## config.mk

```make
export PLATFORM = sky130hd
export DESIGN_NAME = expand_stream
export DESIGN_NICKNAME = d
export VERILOG_FILES = /design/src/rtl/expand_stream.sv
export SDC_FILE = /design/constraint.sdc
export NUM_CORES = 1
export LEC_CHECK = 0
export ABC_CLOCK_PERIOD_IN_PS = 3000
export CAP_MARGIN = 0
export CORE_MARGIN = 2
export CORE_UTILIZATION = 43
export CTS_CLUSTER_DIAMETER = 100
export DETAILED_ROUTE_END_ITERATION = 8
export PLACE_DENSITY_LB_ADDON = 0.25
export SLEW_MARGIN = 15
export SYNTH_ARGS = -nofsm -noshare
export SYNTH_HDL_FRONTEND = slang
export SYNTH_SLANG_ARGS = --single-unit
```

## constraint.sdc

```tcl
create_clock -name clk -period 3 [get_ports clk]
set_clock_uncertainty 0.1 [all_clocks]
set_input_delay 0.6 -clock clk [delete_from_list [all_inputs] [get_ports clk]]
set_output_delay 0.6 -clock clk [all_outputs]
set_load 0.005 [all_outputs]
```

## src/rtl/expand_stream.sv

```systemverilog
// expand_stream: loads a valid/ready stream of complex words into a banked
// FFT memory, either in natural slot order (direct) or as canonical-embedding
// pairs z / conj(z) walked along the orbit of GEN modulo M = 2N (expand).
//
// Handshake: a beat is accepted on a rising clk edge when in_valid && in_ready.
// in_ready is high exactly while the FSM is in RUN and depends only on the
// state register, never on in_valid. The producer may raise or drop in_valid
// at any time; words offered outside RUN are simply not taken.
module expand_stream #(
    parameter int LOGN      = 13,
    parameter int LOGB      = 1,
    parameter int COEF_W    = 32,
    parameter int GEN       = 3,
    parameter int CONJ_MODE = 0
) (
    input  logic                               clk,
    input  logic                               rst_n,
    input  logic                               start,
    input  logic                               mode,
    input  logic [2*COEF_W-1:0]                in_data,
    input  logic                               in_valid,
    output logic                               in_ready,
    output logic [(1<<LOGB)-1:0]               wr_en,
    output logic [(1<<LOGB)*(LOGN-LOGB)-1:0]   wr_addr,
    output logic [(1<<LOGB)*2*COEF_W-1:0]      wr_data,
    output logic                               busy,
    output logic                               done
);

    localparam int B  = 1 << LOGB;
    localparam int AW = LOGN - LOGB;
    localparam int DW = 2 * COEF_W;
    localparam int PW = LOGN + 1;

    localparam logic [LOGN-1:0]   LAST_D  = '1;          // N-1
    localparam logic [LOGN-1:0]   LAST_E  = LAST_D >> 1; // N/2-1
    localparam logic [COEF_W-1:0] IM_MSB  = {1'b1, {(COEF_W-1){1'b0}}};

    typedef enum logic [1:0] {
        IDLE = 2'd0,
        RUN  = 2'd1,
        DONE = 2'd2
    } state_t;

    // FSM state is kept as a named enum so checkers can bind to it directly.
    state_t          state, state_next;
    logic [PW-1:0]   pos, pos_next, pos_mul;
    logic [LOGN-1:0] beat, beat_next;
    logic            mode_q, mode_next;

    logic            accept;
    logic            last_beat;

    logic [LOGN-1:0]   j, i0, i1;
    logic [COEF_W-1:0] re, im, im_c;
    logic [DW-1:0]     conj_data;

    logic [B-1:0]      en_next;
    logic [B*AW-1:0]   addr_next;
    logic [B*DW-1:0]   data_next;

    assign in_ready  = (state == RUN);
    assign busy      = (state == RUN);
    assign done      = (state == DONE);
    assign accept    = in_valid && in_ready;
    assign last_beat = mode_q ? (beat == LAST_E) : (beat == LAST_D);

    // Orbit step pos*GEN mod 2N; GEN=3 reduces to a shift-add.
    generate
        if (GEN == 3) begin : g_mul3
            assign pos_mul = (pos << 1) + pos;
        end else begin : g_mulk
            localparam logic [PW-1:0] GEN_C = PW'(GEN);
            assign pos_mul = pos * GEN_C;
        end
    endgenerate

    // pos is always odd, so (pos-1)>>1 is just the upper LOGN bits of pos.
    assign j = pos[LOGN:1];

    // Bit-reverse j to get the embedding slot; the mirror slot is its complement.
    always_comb begin
        i0 = '0;
        for (int n = 0; n < LOGN; n++) begin
            i0[n] = j[LOGN-1-n];
        end
        i1 = ~i0;
    end

    // Conjugate: real part passes, imaginary part is sign-flipped per CONJ_MODE.
    assign re        = in_data[DW-1:COEF_W];
    assign im        = in_data[COEF_W-1:0];
    assign im_c      = (CONJ_MODE != 0) ? (COEF_W'(0) - im) : (im ^ IM_MSB);
    assign conj_data = {re, im_c};

    // Next-state logic for the job FSM, orbit position and beat counter.
    always_comb begin
        state_next = state;
        pos_next   = pos;
        beat_next  = beat;
        mode_next  = mode_q;
        case (state)
            IDLE: begin
                if (start) begin
                    state_next = RUN;
                    mode_next  = mode;
                    pos_next   = PW'(1);
                    beat_next  = '0;
                end
            end
            RUN: begin
                if (accept) begin
                    beat_next = beat + LOGN'(1);
                    if (mode_q) begin
                        pos_next = pos_mul;
                    end
                    if (last_beat) begin
                        state_next = DONE;
                    end
                end
            end
            DONE: begin
                state_next = IDLE;
            end
            default: begin
                state_next = IDLE;
            end
        endcase
    end

    // Bank write decode: address/data hold unless the bank is written.
    always_comb begin
        en_next   = '0;
        addr_next = wr_addr;
        data_next = wr_data;
        if (accept) begin
            if (mode_q) begin
                en_next[i0[LOGB-1:0]]                         = 1'b1;
                addr_next[int'(i0[LOGB-1:0])*AW +: AW]        = i0[LOGN-1:LOGB];
                data_next[int'(i0[LOGB-1:0])*DW +: DW]        = in_data;
                en_next[i1[LOGB-1:0]]                         = 1'b1;
                addr_next[int'(i1[LOGB-1:0])*AW +: AW]        = i1[LOGN-1:LOGB];
                data_next[int'(i1[LOGB-1:0])*DW +: DW]        = conj_data;
            end else begin
                en_next[beat[LOGB-1:0]]                       = 1'b1;
                addr_next[int'(beat[LOGB-1:0])*AW +: AW]      = beat[LOGN-1:LOGB];
                data_next[int'(beat[LOGB-1:0])*DW +: DW]      = in_data;
            end
        end
    end

    // State and registered bank outputs; reset drops any pending write.
    always_ff @(posedge clk or negedge rst_n) begin
        if (!rst_n) begin
            state   <= IDLE;
            pos     <= PW'(1);
            beat    <= '0;
            mode_q  <= 1'b0;
            wr_en   <= '0;
            wr_addr <= '0;
            wr_data <= '0;
        end else begin
            state   <= state_next;
            pos     <= pos_next;
            beat    <= beat_next;
            mode_q  <= mode_next;
            wr_en   <= en_next;
            wr_addr <= addr_next;
            wr_data <= data_next;
        end
    end

endmodule
```

==> flow_metrics.py, run 1 <==
metrics = {
    "cells_and_area": {
        "area_growth_pct": 39.5,
        "nNetsFinal": 1199,
        "regArea_um2": 4610,
        "fin_cells": 1355,
        "multi_input_area_um2": 3220,
        "drive_above_1_share_pct": 5.44,
        "antennaDiodeCount": 0,
        "n_fill_cell": 1592,
    },
    "sta": {
        "worstMarginPinSlew_ns": 0.757,
        "timing.final.ws_setup_ns": 0.384,
        "rsz0062_at_grt": "false",
        "drv_slew": 0,
        "tns_ns": 0,
        "fmax_ghz": 0.382,
        "hold-worst-slack_ns": 0.112,
        "max-slew-margin-rel_pct": 49.5,
        "fin_crit_sh_pct": 87.2,
        "fin_crit_ns": 2.62,
        "final-setup-viol-count": 0,
        "hold_viol_final": 0,
    },
    "clock_tree": {
        "cts_resized": 0,
        "clockRootBuffer": "clkbuf_16",
        "cts_sinks": 184,
        "insertion_delay_ns": 0.43,
        "cts_tree": "yes",
        "cts_buffers": 17,
        "cts_hold_buffers": 0,
        "cts_setup_buffers": 0,
        "htree_levels": 4,
        "clk_pin_slew_ns": 0.07,
        "cts_buffer_depth": 2,
    },
    "setup_path": {
        "crit_fanout": 11,
        "critPathKind": "flip-flop to output port",
        "crit_path_end_kind": "output port",
        "worstSetupStartpointType": "flip-flop",
        "crit_arrival_ns": 1.92,
        "crit_chain": "nand2b_1 -> inv_1 -> clkdlybuf4s50_1",
        "crit_buf_inv": 2,
        "slowest_stage": "dfrtp_1",
        "critical_path.max_stage_delay_ns": 0.55,
        "worstPathRequired_ns": 2.30,
        "r2r_setup_slack_ns": 0.51,
        "cp_top_family": "buffers and inverters",
    },
    "logic_synthesis": {
        "synth_edf_count": 0,
        "synthDistinctLibCells": 50,
        "synth_warnings": 0,
        "synth.area.top_cells": "dfrtp_1 57%, nand2_1 20%, ha_1 3.3%, o21ai_0 1.9%, xnor2_1 1.4%",
        "netlist.area_leader.share_pct": 56.9,
        "avgSynthCellArea_um2": 9.02,
        "async_flop_share_pct": 100,
        "synthCells": 893,
        "syn_nets": 984,
        "ys_seq_elements": 184,
        "yosysSeqAreaShare_pct": 57.2,
        "yosysTopAreaCell": "dfrtp_1",
        "synth-main-ff-cell": "dfrtp_1",
        "syn_area_um2": 8050,
    },
    "pwr": {
        "vdd_drop_max_mv": 0.397,
        "p_seq_share_pct": 39.4,
        "switching_share_pct": 33.1,
        "pwr-share-comb_pct": 33.5,
        "power_density_nw_per_um2": 785,
        "p_int_uw": 5900,
        "leakagePower_uw": 0.00545,
        "clockPowerShare_pct": 27.1,
        "p_switching_uw": 2910,
    },
    "global_routing": {
        "grt_max_degree": 78,
        "grt_pass1_vias": 6658,
        "grtUsageTotal_pct": 23.0,
        "overflow": 0,
        "grt_pass1_wl_mm": 36.0,
        "antenna_found_initial": 0,
    },
    "floorplan": {
        "row_count": 50,
        "num_io_pins": 226,
        "dieArea_um2": 19800,
        "start_util_pct": 43.5,
        "core_region_area_um2": 18500,
        "fp.dieW_um": 141,
        "dieHeight_um": 141,
    },
    "drt": {
        "wl_per_cell_um": 16.4,
        "drc_errors": 0,
        "dr.max_layer_used": "met4",
        "routed_wl_mm": 22.3,
        "dr.pass1.iters": 7,
        "drt-initial-drc-count": 360,
        "avgViaCountPerCell": 5.06,
        "route.met3.wl_mm": 1.33,
        "wl_met2_mm": 10.2,
        "via_count": 6857,
        "wl_met1_mm": 10.1,
        "ant_nets": 0,
    },
    "min_path": {
        "worstHoldPathType": "input port to asynchronous set/reset pin",
    },
    "place": {
        "hpwlAfterDp_mm": 15.6,
        "globalplace.congestion": 0.880,
        "place_ws_ns": 0.344,
        "port_buffers": 225,
        "dp_cells": 1323,
    },
    "status": {
        "status": "finished clean",
    },
    "run": {
        "maxCapViolations": 0,
    },
}
cells in the final DEF, fill, tap and decap left out, types with 8 or more instances in the layout:
cell type          n
o21ai_0           30
ha_1              21
nand3_1           10
a21oi_1           16
buf_4             10
xnor2_1           13
mux2i_1            8
o22ai_1           12
clkdlybuf4s50_1  224
dfrtp_1          183
nand2_1          431
xor2_1            11
clkbuf_16         17
nor2_1            28
inv_1             14
state kept, by name, summed over array words and instances, names as in the netlist:
register / flops
wr_data: 128
wr_addr: 24
pos: 14
beat: 13
state: 2
wr_en: 2
mode_q: 1
worst paths after layout:
| check | cells after the start | from | endpoint |
|---|---|---|---|
| setup reg to reg | 8 | pos[0] | pos[13] |
| min in group clk | 2 | wr_data[123] | wr_data[123] |
| setup / recovery | 3 | state[1] | in_ready |
| max in group asynchronous | 2 | rst_n | wr_data[100] |
| hold reg to reg | 2 | wr_data[123] | wr_data[123] |
| hold / removal | 1 | rst_n | beat[12] |
synth_stat cells (10+ instances only):
library cell    n
a21oi_1        16
buf_2          16
clkbuf_1       25
dfrtp_1       183
ha_1           21
inv_1          14
nand2_1       431
nand3_1        10
nor2_1         28
o21ai_0        30
o22ai_1        12
xnor2_1        13
xor2_1         11
cell families (layout without fill, tap and decap cells):
logic type | Yosys count | after routing | synth area share (%)
DFF | 184 | 184 | 57.2
buffers and inverters | 60 | 288 | 3.11
muxes | 8 | 8 | 0.995
adders and majority gates | 22 | 22 | 3.51
xor gates and xnor gates | 24 | 24 | 2.61
and+or+nand+nor | 500 | 500 | 24.5
AOI/OAI and AO/OA | 95 | 95 | 8.10
power groups by stage:
stage / Combinational [uW] / Clock (uW) / Sequential [uW]
4_1_cts: 2970 / 2430 / 3470
3_3_place_gp: 2910 / 0 / 3490
5_1_grt: 3280 / 2540 / 3540
2_1_floorplan: 1540 / 0 / 3400
6_report: 2950 / 2390 / 3470
3_5_place_dp: 2950 / 0 / 3510
worst register-to-register path: cells and delay by family (launching register included):
family | cells | cell delay (ns)
adders and majority gates | 2 | 0.54
buffers and inverters | 1 | 0.06
DFF | 1 | 0.53
and+or+nand+nor | 3 | 0.64
AOI/OAI and AO/OA | 2 | 0.50
area by class of cell:
cell class,instances,area share [%]
clock buffers,19,3.94
clock inverters,13,1.60
inverters,16,0.535
multi-input cells,649,28.7
flip-flops and latches,184,41.0
well taps,234,2.61
repair buffers,240,21.6
through the flow:
stage	power, uW	utilization (%)	cell area (um2)
after detailed placement	6460	57.3	10600
final	8810	60.6	11200
after floorplan	4950	-	8050
after CTS	8870	60.6	11200
after global routing	9360	60.6	11200
after global placement	6400	57.3	10600
per-layer routing:
layer / global-route usage, % / up-vias
met5: 0 / -
met4: 8.37 / 0
met3: 5.03 / 37
met2: 35.8 / 227
met1: 31.9 / 3298
li1: - / 3295
Power figures use the tool's default switching activity.
==> inputs of run 2 (changes only) <==
--- a/config.mk
+++ b/config.mk
@@ -6,7 +6,6 @@
 export NUM_CORES = 1
 export LEC_CHECK = 0
 export ABC_CLOCK_PERIOD_IN_PS = 3000
-export CAP_MARGIN = 0
 export CORE_MARGIN = 2
 export CORE_UTILIZATION = 43
 export CTS_CLUSTER_DIAMETER = 100
==> results of run 2 <==
The final DEF is identical to that of run 1; final timing and power are the same.
